===== config.mk =====
export PLATFORM = sky130hd
export DESIGN_NAME = address_unit
export DESIGN_NICKNAME = d
export VERILOG_FILES = /design/src/rtl/address_unit_pkg.sv /design/src/rtl/address_unit_au_agen.sv /design/src/rtl/address_unit.sv
export SDC_FILE = /design/constraint.sdc
export NUM_CORES = 1
export LEC_CHECK = 0
export BUFFER_PORTS_ARGS = -buffer_cell sky130_fd_sc_hd__buf_2
export CORE_ASPECT_RATIO = 1.75
export CORE_UTILIZATION = 40
export DETAILED_ROUTE_END_ITERATION = 8
export PLACE_DENSITY_LB_ADDON = 0.12
export REMOVE_ABC_BUFFERS = 1
export SLEW_MARGIN = 20
export SYNTH_ARGS = -nofsm -noshare
export SYNTH_HDL_FRONTEND = slang
export SYNTH_SLANG_ARGS = --single-unit

===== constraint.sdc =====
create_clock -name clk_in -period 5.5 [get_ports clk_in]
set_input_delay 0 -clock clk_in [delete_from_list [all_inputs] [get_ports clk_in]]
set_output_delay 0 -clock clk_in [all_outputs]
set_load 0.05 [all_outputs]

===== src/rtl/address_unit_pkg.sv =====
// Shared constants for the address unit: data/tag widths, memory opcode encodings,
// the request FIFO entry layout and opcode classification helpers.
package address_unit_pkg;

    localparam int IDWidth       = 32;
    localparam int ROBWidth      = 4;
    localparam int AddressWidth  = 32;
    localparam int InstTypeWidth = 6;

    localparam logic [InstTypeWidth-1:0] NOP = 6'd0;
    localparam logic [InstTypeWidth-1:0] LB  = 6'd1;
    localparam logic [InstTypeWidth-1:0] LH  = 6'd2;
    localparam logic [InstTypeWidth-1:0] LW  = 6'd3;
    localparam logic [InstTypeWidth-1:0] LBU = 6'd4;
    localparam logic [InstTypeWidth-1:0] LHU = 6'd5;
    localparam logic [InstTypeWidth-1:0] SB  = 6'd6;
    localparam logic [InstTypeWidth-1:0] SH  = 6'd7;
    localparam logic [InstTypeWidth-1:0] SW  = 6'd8;

    typedef struct packed {
        logic                     valid;
        logic [InstTypeWidth-1:0] opcode;
        logic [AddressWidth-1:0]  addr;
        logic [ROBWidth-1:0]      dest;
        logic [ROBWidth-1:0]      qk;
        logic [IDWidth-1:0]       vk;
        logic                     misalign;
    } au_entry_t;

    function automatic logic is_mem_op(input logic [InstTypeWidth-1:0] op);
        return (op >= LB) && (op <= SW);
    endfunction

    function automatic logic is_load_op(input logic [InstTypeWidth-1:0] op);
        return (op >= LB) && (op <= LHU);
    endfunction

endpackage


===== src/rtl/address_unit_au_agen.sv =====
// Effective-address adder plus alignment check for the address unit.
// Alignment check is built only when AU_MISALIGN_CHECK_EN is defined; otherwise misalign is 0.
module au_agen
    import address_unit_pkg::*;
(
    input  logic [IDWidth-1:0]       base,
    input  logic [IDWidth-1:0]       offset,
    input  logic [InstTypeWidth-1:0] opcode,
    output logic [AddressWidth-1:0]  addr,
    output logic                     misalign
);

    logic [IDWidth-1:0] sum;

    assign sum  = base + offset;
    assign addr = sum[AddressWidth-1:0];

`ifdef AU_MISALIGN_CHECK_EN
    always_comb begin
        misalign = 1'b0;
        if (opcode == LH || opcode == LHU || opcode == SH)
            misalign = addr[0];
        else if (opcode == LW || opcode == SW)
            misalign = |addr[1:0];
    end
`else
    logic unused_opcode;
    assign unused_opcode = ^opcode;
    assign misalign      = 1'b0;
`endif

endmodule


===== src/rtl/address_unit.sv =====
// Address unit: computes load/store addresses into an in-order request FIFO, snoops the
// CDB for pending store data and hands entries to the LSB. Option: AU_MISALIGN_CHECK_EN.
module address_unit
    import address_unit_pkg::*;
#(
    parameter int unsigned AU_DEPTH = 4
) (
    input  logic                     clk_in,
    input  logic                     rst_n_in,
    input  logic                     rdy_in,
    input  logic                     rob_au_rst_in,
    input  logic [InstTypeWidth-1:0] rs_addrunit_opcode_in,
    input  logic [IDWidth-1:0]       rs_addrunit_a_in,
    input  logic [IDWidth-1:0]       rs_addrunit_vj_in,
    input  logic [IDWidth-1:0]       rs_addrunit_vk_in,
    input  logic [ROBWidth-1:0]      rs_addrunit_qk_in,
    input  logic [ROBWidth-1:0]      rs_addrunit_dest_in,
    output logic                     au_rs_rdy_out,
    input  logic                     cdb_au_en_in,
    input  logic [ROBWidth-1:0]      cdb_au_b_in,
    input  logic [IDWidth-1:0]       cdb_au_result_in,
    output logic                     au_lsb_valid_out,
    input  logic                     au_lsb_ready_in,
    output logic [AddressWidth-1:0]  au_lsb_addr_out,
    output logic [IDWidth-1:0]       au_lsb_data_out,
    output logic [ROBWidth-1:0]      au_lsb_dest_out,
    output logic [InstTypeWidth-1:0] au_lsb_opcode_out,
    output logic                     au_lsb_misalign_out
);

    localparam int PtrW = $clog2(AU_DEPTH);
    localparam int CntW = $clog2(AU_DEPTH + 1);

    au_entry_t             entries [AU_DEPTH];
    au_entry_t             head_e;
    au_entry_t             new_e;
    logic [PtrW-1:0]       head;
    logic [PtrW-1:0]       tail;
    logic [CntW-1:0]       count;
    logic                  empty;
    logic                  full;
    logic                  eligible;
    logic                  valid;
    logic                  push;
    logic                  pop;
    logic                  cdb_live;
    logic [AddressWidth-1:0] agen_addr;
    logic                  agen_misalign;

    au_agen u_agen (
        .base     (rs_addrunit_vj_in),
        .offset   (rs_addrunit_a_in),
        .opcode   (rs_addrunit_opcode_in),
        .addr     (agen_addr),
        .misalign (agen_misalign)
    );

    assign head_e   = entries[head];
    assign empty    = (count == '0);
    assign full     = (count == CntW'(AU_DEPTH));
    assign cdb_live = cdb_au_en_in && (cdb_au_b_in != '0);
    assign eligible = is_load_op(head_e.opcode) || (head_e.qk == '0);
    assign valid    = rdy_in && !rob_au_rst_in && !empty && eligible;
    assign pop      = valid && au_lsb_ready_in;
    assign push     = rdy_in && !rob_au_rst_in && is_mem_op(rs_addrunit_opcode_in) && !full;

    // An incoming request whose tag is being broadcast this cycle would otherwise miss it.
    always_comb begin
        new_e.valid    = 1'b1;
        new_e.opcode   = rs_addrunit_opcode_in;
        new_e.addr     = agen_addr;
        new_e.dest     = rs_addrunit_dest_in;
        new_e.qk       = rs_addrunit_qk_in;
        new_e.vk       = rs_addrunit_vk_in;
        new_e.misalign = agen_misalign;
        if (cdb_live && (cdb_au_b_in == rs_addrunit_qk_in)) begin
            new_e.qk = '0;
            new_e.vk = cdb_au_result_in;
        end
    end

    always_ff @(posedge clk_in or negedge rst_n_in) begin
        if (!rst_n_in) begin
            head  <= '0;
            tail  <= '0;
            count <= '0;
            for (int unsigned i = 0; i < AU_DEPTH; i++)
                entries[i] <= '0;
        end else if (rdy_in) begin
            if (rob_au_rst_in) begin
                head  <= '0;
                tail  <= '0;
                count <= '0;
                for (int unsigned i = 0; i < AU_DEPTH; i++)
                    entries[i].valid <= 1'b0;
            end else begin
                if (cdb_live) begin
                    for (int unsigned i = 0; i < AU_DEPTH; i++) begin
                        if (entries[i].valid && (entries[i].qk == cdb_au_b_in)) begin
                            entries[i].qk <= '0;
                            entries[i].vk <= cdb_au_result_in;
                        end
                    end
                end
                if (pop) begin
                    entries[head].valid <= 1'b0;
                    head                <= head + 1'b1;
                end
                if (push) begin
                    entries[tail] <= new_e;
                    tail          <= tail + 1'b1;
                end
                if (push && !pop)
                    count <= count + 1'b1;
                else if (pop && !push)
                    count <= count - 1'b1;
            end
        end
    end

    assign au_rs_rdy_out       = !full;
    assign au_lsb_valid_out    = valid;
    assign au_lsb_opcode_out   = valid ? head_e.opcode : NOP;
    assign au_lsb_addr_out     = head_e.addr;
    assign au_lsb_data_out     = head_e.vk;
    assign au_lsb_dest_out     = head_e.dest;
    assign au_lsb_misalign_out = valid && head_e.misalign;

endmodule

==> results of run 1 <==
routing by layer:
layer | vias up | global-route usage (%) | part of all wire (%)
met4 | 0 | 8.79 | 2.9
met3 | 89 | 2.75 | 4.6
met1 | 6950 | 27.7 | 38
li1 | 6380 | - | -
met2 | 464 | 47.4 | 55
met5 | - | 0 | 0
cell type report:
| type | count | area [µm²] | area share, % |
|---|---|---|---|
| Sequential cell | 323 | 8090 | 39.0 |
| Tap cell | 555 | 694 | 3.34 |
| Timing Repair Buffer | 365 | 2490 | 12.0 |
| Clock buffer | 50 | 967 | 4.66 |
| Multi-Input combinational cell | 1129 | 8410 | 40.5 |
| Inverter | 17 | 63.8 | 0.307 |
| Clock inverter | 4 | 48.8 | 0.235 |
worst max-delay path: cells and delay by family, from the launching register on:
kind,cells,cell delay (ns)
buf+inv,1,0.10
fa+ha+maj,1,0.42
compound gates,3,0.44
mux,2,0.74
simple gates,4,1.07
flops,1,0.98
final timing paths:
path / end / slack, ns / cells past startpoint
max in group asynchronous: entries[53]$_DFFE_PN0P_ / 3.95 / 3
setup reg to reg: count[2]$_DFFE_PN0P_ / 1.61 / 11
min in group asynchronous: entries[186]$_DFFE_PN0P_ / 0.13 / 2
hold reg to reg: entries[213]$_DFFE_PN0P_ / 0.47 / 2
setup / recovery: count[2]$_DFFE_PN0P_ / 1.61 / 11
hold / removal: entries[126]$_DFFE_PN0P_ / 0.01 / 4
layout by cell type (no fill, tap or decap), drive strengths merged, types with 35 or more instances in the layout:
cell type    instances
nand2              403
dfrtp              323
buf                247
o221ai             129
dlygate4sd3        118
o21ai               95
mux4                75
mux2                62
clkbuf              50
a21oi               43
ha                  39
mux2i               35
metrics by stage:
step	setup slack [ns]	utilization (%)	cell area (µm²)	power, W
after global placement	1.62	44.5	18600	0.00659
after global routing	1.25	49.7	20800	0.00929
after detailed placement	1.58	44.5	18600	0.00664
after floorplan	-0.122	-	16500	0.00570
final	1.61	49.7	20800	0.00884
after CTS	1.57	49.7	20800	0.00895
state kept, by name, summed over array words and instances, names as in the netlist:
register	count
count	3
entries	316
head	2
tail	2
power by group:
part | switching, W | internal (W) | leakage (nW)
logic | 0.00231 | 0.00129 | 4.66
clock network | 0.000924 | 0.00124 | 0.503
registers | 0.000326 | 0.00275 | 4.37
kinds of logic after synthesis:
kind of cell / synth area share (%)
compound gates: 14.4
xor+xnor: 2.48
fa+ha+maj: 3.12
buf+inv: 3.11
flops: 47.7
mux: 16.2
other cells: 0.0221
simple gates: 12.9
timing repair:
action	CTS	global route
setup endpoints to repair	0	0
gates resized for setup	0	0
endpoints found under the hold margin	321	0
hold buffers	118	0
==> results_dict.tcl, run 1 <==
set metrics [dict create \
    synthCells 1581 \
    worstReg2RegStart "head[0]$_DFFE_PN0P_" \
    cp-end-kind "flip-flop" \
    grt_pass1_vias 14600 \
    hold_slack_ns 0.0116 \
    cts.path.max_buffers 3 \
    drive_gt1_share_pct 24.0 \
    cp_max_fo 38 \
    min-delay-start "rs_addrunit_vj_in[5]" \
    grt_pass1_wl_mm 81.6 \
    syn_area_um2 16900 \
    coreArea_um2 41700 \
    p_leak_nw 9.54 \
    rows 99 \
    cts.sinks 323 \
    tightest_slew_ns 0.961 \
    grt.total_usage_pct 24.7 \
    n_antenna_cell 0 \
    arrival_ns 4.34 \
    cts_buffers 31 \
    cts_tree "yes" \
    wl_per_cell_um 21.4 \
    cp_slowest_cell "dfrtp_4" \
    synth_edf_count 0 \
    async_reset_ff_share_pct 100 \
    fin_cells 2443 \
    initial_core_util_pct 40.6 \
    dp_cells 2271 \
    fin_skew_ns 0.0188 \
    yosysUniqueCellTypes 62 \
    finalCriticalPeriod_ns 3.89 \
    gp_congestion 0.912 \
    yosys_warnings 0 \
    fillCellCount 3836 \
    power_density_nw_per_um2 426 \
    portBuffers 227 \
    hpwl_mm 33.0 \
    clk_pin_slew_worst_paths_ns 0.06 \
    antenna_found_initial 0 \
    areaGrowthSynthToFinish_pct 22.6 \
    post_cts.repair.setup_buffers 0 \
    crit_path_start_kind "flip-flop" \
    critical_path_class "flip-flop to flip-flop" \
    rsz0062_at_grt "no" \
    drt_iter0_drc 787 \
    synth_seq_area_share_pct 47.7 \
    ys_top_cells_by_count "nand2_1 (403), dfrtp_1 (323), o221ai_1 (129)" \
    via_per_inst 5.68 \
    drv_slew 0 \
    cts-root-buf "clkbuf_16" \
    nNetsFinal 2060 \
    die_h_um 274 \
    cts_max_level 1 \
    yosysTopAreaCell "dfrtp_1" \
    max-cap-violations 0 \
    syn_avg_cell_area_um2 10.7 \
    hold_class "input port to flip-flop" \
    yosysTopAreaCellShare_pct 47.7 \
    ys_ff_latch 323 \
    setup_viol 0 \
    worstSetupStartpoint "head[0]$_DFFE_PN0P_" \
    dieArea_um2 43200 \
    max_stage_delay_ns 0.98 \
    die-width_um 158 \
    ys.flop_type "dfrtp_1" \
    peakVddDrop_mv 0.280 \
    grt_max_degree 152 \
    status "completed" \
    clk_latency_ns 0.58 \
    postRouteAntennaNets 0 \
    dr.pass1.iters 5 \
    drc 0 \
    num_vias 13900 \
    finalCritPeriodShare_pct 70.7 \
    synth.most_common_cell "nand2_1" \
    critical_path_required_ns 5.95 \
    hold_violations 0 \
    slew_headroom_pct 36.0 \
    drt_wl_total_mm 52.2 \
    synthTopCellsByArea "dfrtp_1 (48%), mux4_2 (10%), nand2_1 (8.9%)" \
    fmax_mhz 257 \
    io_pins 229 \
    grt-ovfl-total 0 \
    setup_tns_ns 0 \
    crit_chain "mux4_2 > nor3_1 > a31oi_1 > nor3b_2 > nor2b_1 > fa_1 > inv_1 > nor3b_1 > mux2i_1 > a21boi_0 > o211ai_1" \
]
Note: power is estimated with default switching activity, not from simulation.
==> run 2: changes to the inputs <==
==> constraint.sdc (replaced) <==
create_clock -name clk_in -period 3.2 [get_ports clk_in]
set_input_delay 0 -clock clk_in [delete_from_list [all_inputs] [get_ports clk_in]]
set_output_delay 0 -clock clk_in [all_outputs]
set_load 0.05 [all_outputs]
==> run 2 against run 1 <==
Global-route usage is 0.48 points higher; register-to-register slack worse by 1.4 ns; final cell count is 1.4% higher; critical endpoint unchanged; critical path type unchanged; core utilization is 1.1 points higher; largest power group unchanged.
==> results_dict.tcl, run 2 (same netlist as run 1, synthesis figures left out) <==
set metrics [dict create \
    post_cts.repair.setup_buffers 0 \
    setup_ws_ns 0.244 \
    cts_max_level 2 \
    gp_congestion 0.897 \
    fillCellCount 3870 \
    portBuffers 227 \
    pre_cts_ws_ns 0.170 \
    rsz0062_at_grt "no" \
    power_w 0.0159 \
    cts.sinks 323 \
    initial_core_util_pct 40.6 \
    cts.path.max_buffers 3 \
    io_pins 229 \
    drc 0 \
    hold_violations 0 \
    final_cell_mix "nand2_1 (399), dfrtp_1 (321), buf_2 (226)" \
    largest_register_ffs 316 \
    cp-end-kind "flip-flop" \
    p_leak_nw 9.78 \
    max-cap-violations 0 \
    hpwl_mm 35.5 \
    via_per_inst 5.68 \
    areaGrowthSynthToFinish_pct 25.3 \
    cts_buffers 35 \
    die_h_um 274 \
    fin_cells 2477 \
    num_vias 14100 \
    grt.total_usage_pct 25.2 \
    crit_path_start_kind "flip-flop" \
    die-width_um 158 \
    fin_skew_ns 0.0209 \
    critical_path_required_ns 3.59 \
    clk_pin_slew_worst_paths_ns 0.07 \
    drt_wl_total_mm 53.3 \
    peakVddDrop_mv 0.503 \
    final_util_pct 50.8 \
    coreArea_um2 41700 \
    wl_per_cell_um 21.5 \
    power_density_nw_per_um2 747 \
    cp_max_fo 3 \
    nNetsFinal 2091 \
    dp_cells 2303 \
    dr.pass1.iters 5 \
    final_common_cell "nand2_1" \
    top_regs "entries x316, count x3" \
    critical_path_class "flip-flop to flip-flop" \
    fmax_mhz 338 \
    n_antenna_cell 0 \
    grt-ovfl-total 0 \
    drive_gt1_share_pct 25.7 \
    dieArea_um2 43200 \
    grt_max_degree 82 \
    grt_pass1_wl_mm 83.3 \
    antenna_found_initial 0 \
    hold_class "input port to asynchronous set/reset pin" \
    status "completed" \
    cts-root-buf "clkbuf_16" \
    cts_tree "yes" \
    tightest_slew_ns 0.782 \
    rows 99 \
    finalCriticalPeriod_ns 2.96 \
    regMostFlops "entries" \
    postRouteAntennaNets 0 \
    arrival_ns 3.35 \
    setup_viol 0 \
    grt_pass1_vias 14900 \
    clk_latency_ns 0.52 \
    finalCritPeriodShare_pct 92.4 \
    drt_iter0_drc 761 \
    hold_slack_ns 0.0120 \
    drv_slew 0 \
    slew_headroom_pct 47.2 \
]
[run 2: changes by cell type in the layout (fill, tap and decap cells not counted), sizes merged]
| cell | change |
|---|---|
| clkbuf | -2 |
| buf | +32 |
| dlygate4sd3 | -5 |
| clkinv | +2 |
| bufinv | +4 |
| clkinvlp | +3 |
[run 2: metrics by stage]
step / instance area [µm²] / setup TNS, ns
after CTS: 21200 / 0
after global routing: 21200 / 0
after detailed placement: 18900 / 0
after floorplan: 16500 / -282.91
final: 21200 / 0
after global placement: 18900 / 0
[run 2: final timing paths]
path / end / cells past startpoint / start / slack, ns
max: count[2]$_DFFE_PN0P_ / 11 / entries[273]$_DFFE_PN0P_ / 0.24
min reg2reg: entries[121]$_DFFE_PN0P_ / 2 / entries[121]$_DFFE_PN0P_ / 0.47
min in group clk_in: entries[282]$_DFFE_PN0P_ / 4 / rs_addrunit_a_in[1] / 0.02
max in group asynchronous: entries[129]$_DFFE_PN0P_ / 3 / rst_n_in / 2.15
max reg2reg: count[2]$_DFFE_PN0P_ / 11 / entries[273]$_DFFE_PN0P_ / 0.24
min: entries[106]$_DFFE_PN0P_ / 2 / rst_n_in / 0.01
[run 2: what timing repair did]
action                     in CTS  in global routing
gates resized for setup         0                  4
setup endpoints to repair       0                 17
hold buffers                  113                  0
hold endpoints to repair      272                  0
[run 2: layout make-up]
class	count	area, µm²	area share (%)
Clock buffer	48	997	4.70
Clock inverter	13	201	0.950
Inverter	17	63.8	0.301
Multi-Input combinational cell	1129	8420	39.7
Sequential cell	323	8090	38.1
Tap cell	555	694	3.27
Timing Repair Buffer	392	2750	12.9
[run 2: layer usage]
metal | wire length [µm] | GRT usage, % | up-vias | share of wire (%)
li1 | - | - | 6455 | -
met1 | 20000 | 28.0 | 7040 | 37
met2 | 29000 | 47.5 | 457 | 54
met3 | 2300 | 3.07 | 128 | 4.3
met4 | 2070 | 10.6 | 0 | 3.9
met5 | 0 | 0 | - | 0
[run 2: where the power goes]
group / switching, W / total, W / leakage, nW / internal [W]
Sequential: 0.000404 / 0.00514 / 4.37 / 0.00474
Combinational: 0.00414 / 0.00642 / 4.83 / 0.00228
Clock: 0.00170 / 0.00429 / 0.578 / 0.00259
Total: 0.00624 / 0.0159 / 9.78 / 0.00961
[run 2: critical path, cell delays in order, from the launching register on]
cell and delay, ns:
dfrtp_1 0.42, nor4_2 0.62, mux4_2 0.39, a31oi_1 0.06, nor3b_2 0.23, nor2b_1 0.09
fa_1 0.38, inv_1 0.12, nor3b_2 0.07, mux2i_1 0.13, a21boi_0 0.21, o211ai_1 0.11
==> run 3: changes to the inputs <==
--- a/config.mk
+++ b/config.mk
@@ -5,9 +5,10 @@
 export SDC_FILE = /design/constraint.sdc
 export NUM_CORES = 1
 export LEC_CHECK = 0
+export ABC_AREA = 1
 export BUFFER_PORTS_ARGS = -buffer_cell sky130_fd_sc_hd__buf_2
 export CORE_ASPECT_RATIO = 1.75
-export CORE_UTILIZATION = 40
+export CORE_UTILIZATION = 45
 export DETAILED_ROUTE_END_ITERATION = 8
 export PLACE_DENSITY_LB_ADDON = 0.12
 export REMOVE_ABC_BUFFERS = 1
==> run 3 against run 2 <==
Fmax down 4.6%; worst hold slack worse by 0.0015 ns; final cell count up 46%; core utilization rose by 4.1 points; via count rose by 44%; register-to-register slack about the same; critical path depth fell by 6; die area increased by 3.1%; synthesized area rose by 16%; first-iteration DRC count increased by 120%; sequential power increased by 4%; sequential share of layout area shrank 3.7 points.
==> results_dict.tcl, run 3 <==
set metrics [dict create \
    status "completed" \
    grt-ovfl-total 0 \
    grt_pass1_wl_mm 108 \
    drt_iter0_drc 1689 \
    final_common_cell "nand2_1" \
    synth_edf_count 0 \
    cp_slowest_cell "buf_4" \
    clk_pin_slew_worst_paths_ns 0.06 \
    rows 100 \
    antenna_found_initial 1 \
    post_cts.repair.setup_buffers 0 \
    swShare_pct 42.0 \
    min-delay-start "rs_addrunit_opcode_in[4]" \
    num_vias 20300 \
    drt_wl_total_mm 68.3 \
    critical_path_required_ns 3.20 \
    postRouteAntennaNets 0 \
    coreArea_um2 42800 \
    async_reset_ff_share_pct 100 \
    finalCritPeriodShare_pct 96.9 \
    grt_pass1_vias 20000 \
    ys_top_cells_by_count "nand2_1 (738), nand3_1 (363), dfrtp_1 (323)" \
    ys_ff_latch 323 \
    hold_slack_ns 0.0105 \
    power_w 0.0151 \
    hpwl_mm 44.1 \
    switchingPower_w 0.00635 \
    rsz0062_at_grt "no" \
    cts-root-buf "clkbuf_16" \
    areaGrowthSynthToFinish_pct 19.6 \
    gp_congestion 0.962 \
    grt_max_degree 143 \
    yosys_warnings 0 \
    initial_core_util_pct 45.9 \
    finalCriticalPeriod_ns 3.10 \
    fin_area_um2 23500 \
    io_pins 229 \
    crit_chain "buf_4 > buf_6 > o21ai_0 > o22ai_1 > buf_2" \
    clkPwrFrac_pct 27.0 \
    largest_register_ffs 316 \
    synthCells 2772 \
    cts_max_level 2 \
    cp_max_fo 55 \
    arrival_ns 3.10 \
    pre_cts_ws_ns 0.497 \
    fillCellCount 4224 \
    nNetsFinal 3222 \
    fin_cells 3618 \
    worstReg2RegStart "count[0]$_DFFE_PN0P_" \
    fin_skew_ns 0.0308 \
    yosysTopAreaCellShare_pct 41.1 \
    placed_cell_area_um2 21200 \
    critical_path_class "flip-flop to primary output" \
    cts.sinks 323 \
    hold_violations 0 \
    hold_class "input port to flip-flop" \
    max-cap-violations 0 \
    drc 0 \
    final_cell_mix "nand2_1 (734), nand3_1 (363), dfrtp_1 (321)" \
    max_stage_delay_ns 0.60 \
    p_int_w 0.00877 \
    slew_headroom_pct 38.7 \
    drive_gt1_share_pct 11.9 \
    worstSetupStartpoint "head[0]$_DFFE_PN0P_" \
    peakVddDrop_mv 0.492 \
    multi_input_area_um2 9580 \
    cts_buffers 35 \
    portBuffers 227 \
    yosysUniqueCellTypes 36 \
    dr.pass1.iters 6 \
    crit_path_start_kind "flip-flop" \
    cts.path.max_buffers 3 \
    power_density_nw_per_um2 644 \
    dp_cells 3437 \
    fmax_mhz 323 \
    drv_slew 0 \
    regMostFlops "entries" \
    cts_tree "yes" \
    synthTopCellsByArea "dfrtp_1 (41%), nand2_1 (14%), nand3_1 (9.2%)" \
    die_h_um 278 \
    tightest_slew_ns 0.920 \
    setup_viol 0 \
    setup_ws_ns 0.101 \
    r2r_slack_ns 0.25 \
    yosysTopAreaCell "dfrtp_1" \
    dieArea_um2 44500 \
    share_comb_of_total_power_pct 37.7 \
    wl_per_cell_um 18.9 \
    synth_seq_area_share_pct 41.1 \
    top_regs "entries x316, count x3" \
    seq_area_um2 8090 \
    clk_latency_ns 0.54 \
    synth.most_common_cell "nand2_1" \
    cp-end-kind "primary output" \
    seq_power_share_pct 35.2 \
    die-width_um 160 \
    via_per_inst 5.60 \
    p_leak_nw 12.5 \
    syn_avg_cell_area_um2 7.09 \
    grt.total_usage_pct 30.5 \
    ys.flop_type "dfrtp_1" \
    syn_area_um2 19600 \
]
[run 3: cell count changes after synthesis, moves of 102 or more]
cell and delta:
o211ai_1 +102, o221ai_1 -129, inv_1 +303, o21ai_0 +221
nand2_1 +335, nand3_1 +347, nor2_1 +110
[run 3: stage by stage]
stage | utilization, % | TNS (ns)
after CTS | 54.9 | 0
after detailed placement | 49.5 | 0
final | 54.9 | 0
after floorplan | - | -204.88
after global placement | 49.5 | 0
after global routing | 54.9 | 0
[run 3: cell families after synthesis]
family                   synth area share [%]
flip-flops                               41.1
XOR/XNOR                                 1.11
buffers and inverters                    10.2
AO/OA/AOI/OAI                            17.3
adder cells (fa/ha/maj)                  2.69
other                                  0.0191
AND/OR/NAND/NOR                          27.5
[run 3: layer usage]
| layer | track usage, % | wire length (µm) | part of all wire (%) |
|---|---|---|---|
| met1 | 35.9 | 26200 | 38 |
| met2 | 54.6 | 34500 | 50 |
| met3 | 3.13 | 4010 | 5.9 |
| met4 | 15.9 | 3600 | 5.3 |
| met5 | 0 | 0 | 0 |
[run 3: worst max-delay path, delay by kind of cell, from the launching register on]
kind                   cells  cell delay [ns]
buffers and inverters      3             1.41
flip-flops                 1             0.58
AO/OA/AOI/OAI              2             0.52
[run 3: path summary, 6_finish.rpt]
check	end	cells past startpoint
worst max-delay path	au_lsb_addr_out[24]	5
max in group asynchronous	head[0]$_DFFE_PN0P_	4
worst min register to register	entries[159]$_DFFE_PN0P_	2
worst min-delay path	tail[1]$_DFFE_PN0P_	5
worst max register to register	entries[98]$_DFFE_PN0P_	13
min in group asynchronous	entries[146]$_DFFE_PN0P_	3
[run 3: area by class of cell]
cell class	count	share of cell area (%)
sequential	323	34.4
antenna	1	0.0107
multi-input combinational	1956	40.8
clock inverter	13	0.357
timing repair buffer	381	11.6
tap	561	2.99
clock buffer	51	4.50
inverter	332	5.35
[run 3: repair_timing]
item                                    in CTS  in global routing
endpoints found under the setup margin       5                  0
hold buffers                               116                  0
endpoints found under the hold margin      513                  0
gates resized for setup                      1                  0
[run 3: power groups by stage]
stage	logic, W	clock network (W)	registers [W]
final	0.00570	0.00409	0.00533
after detailed placement	0.00548	0	0.00538
after CTS	0.00572	0.00416	0.00532
after global routing	0.00620	0.00430	0.00542
after floorplan	0.00388	0	0.00529
after global placement	0.00541	0	0.00536
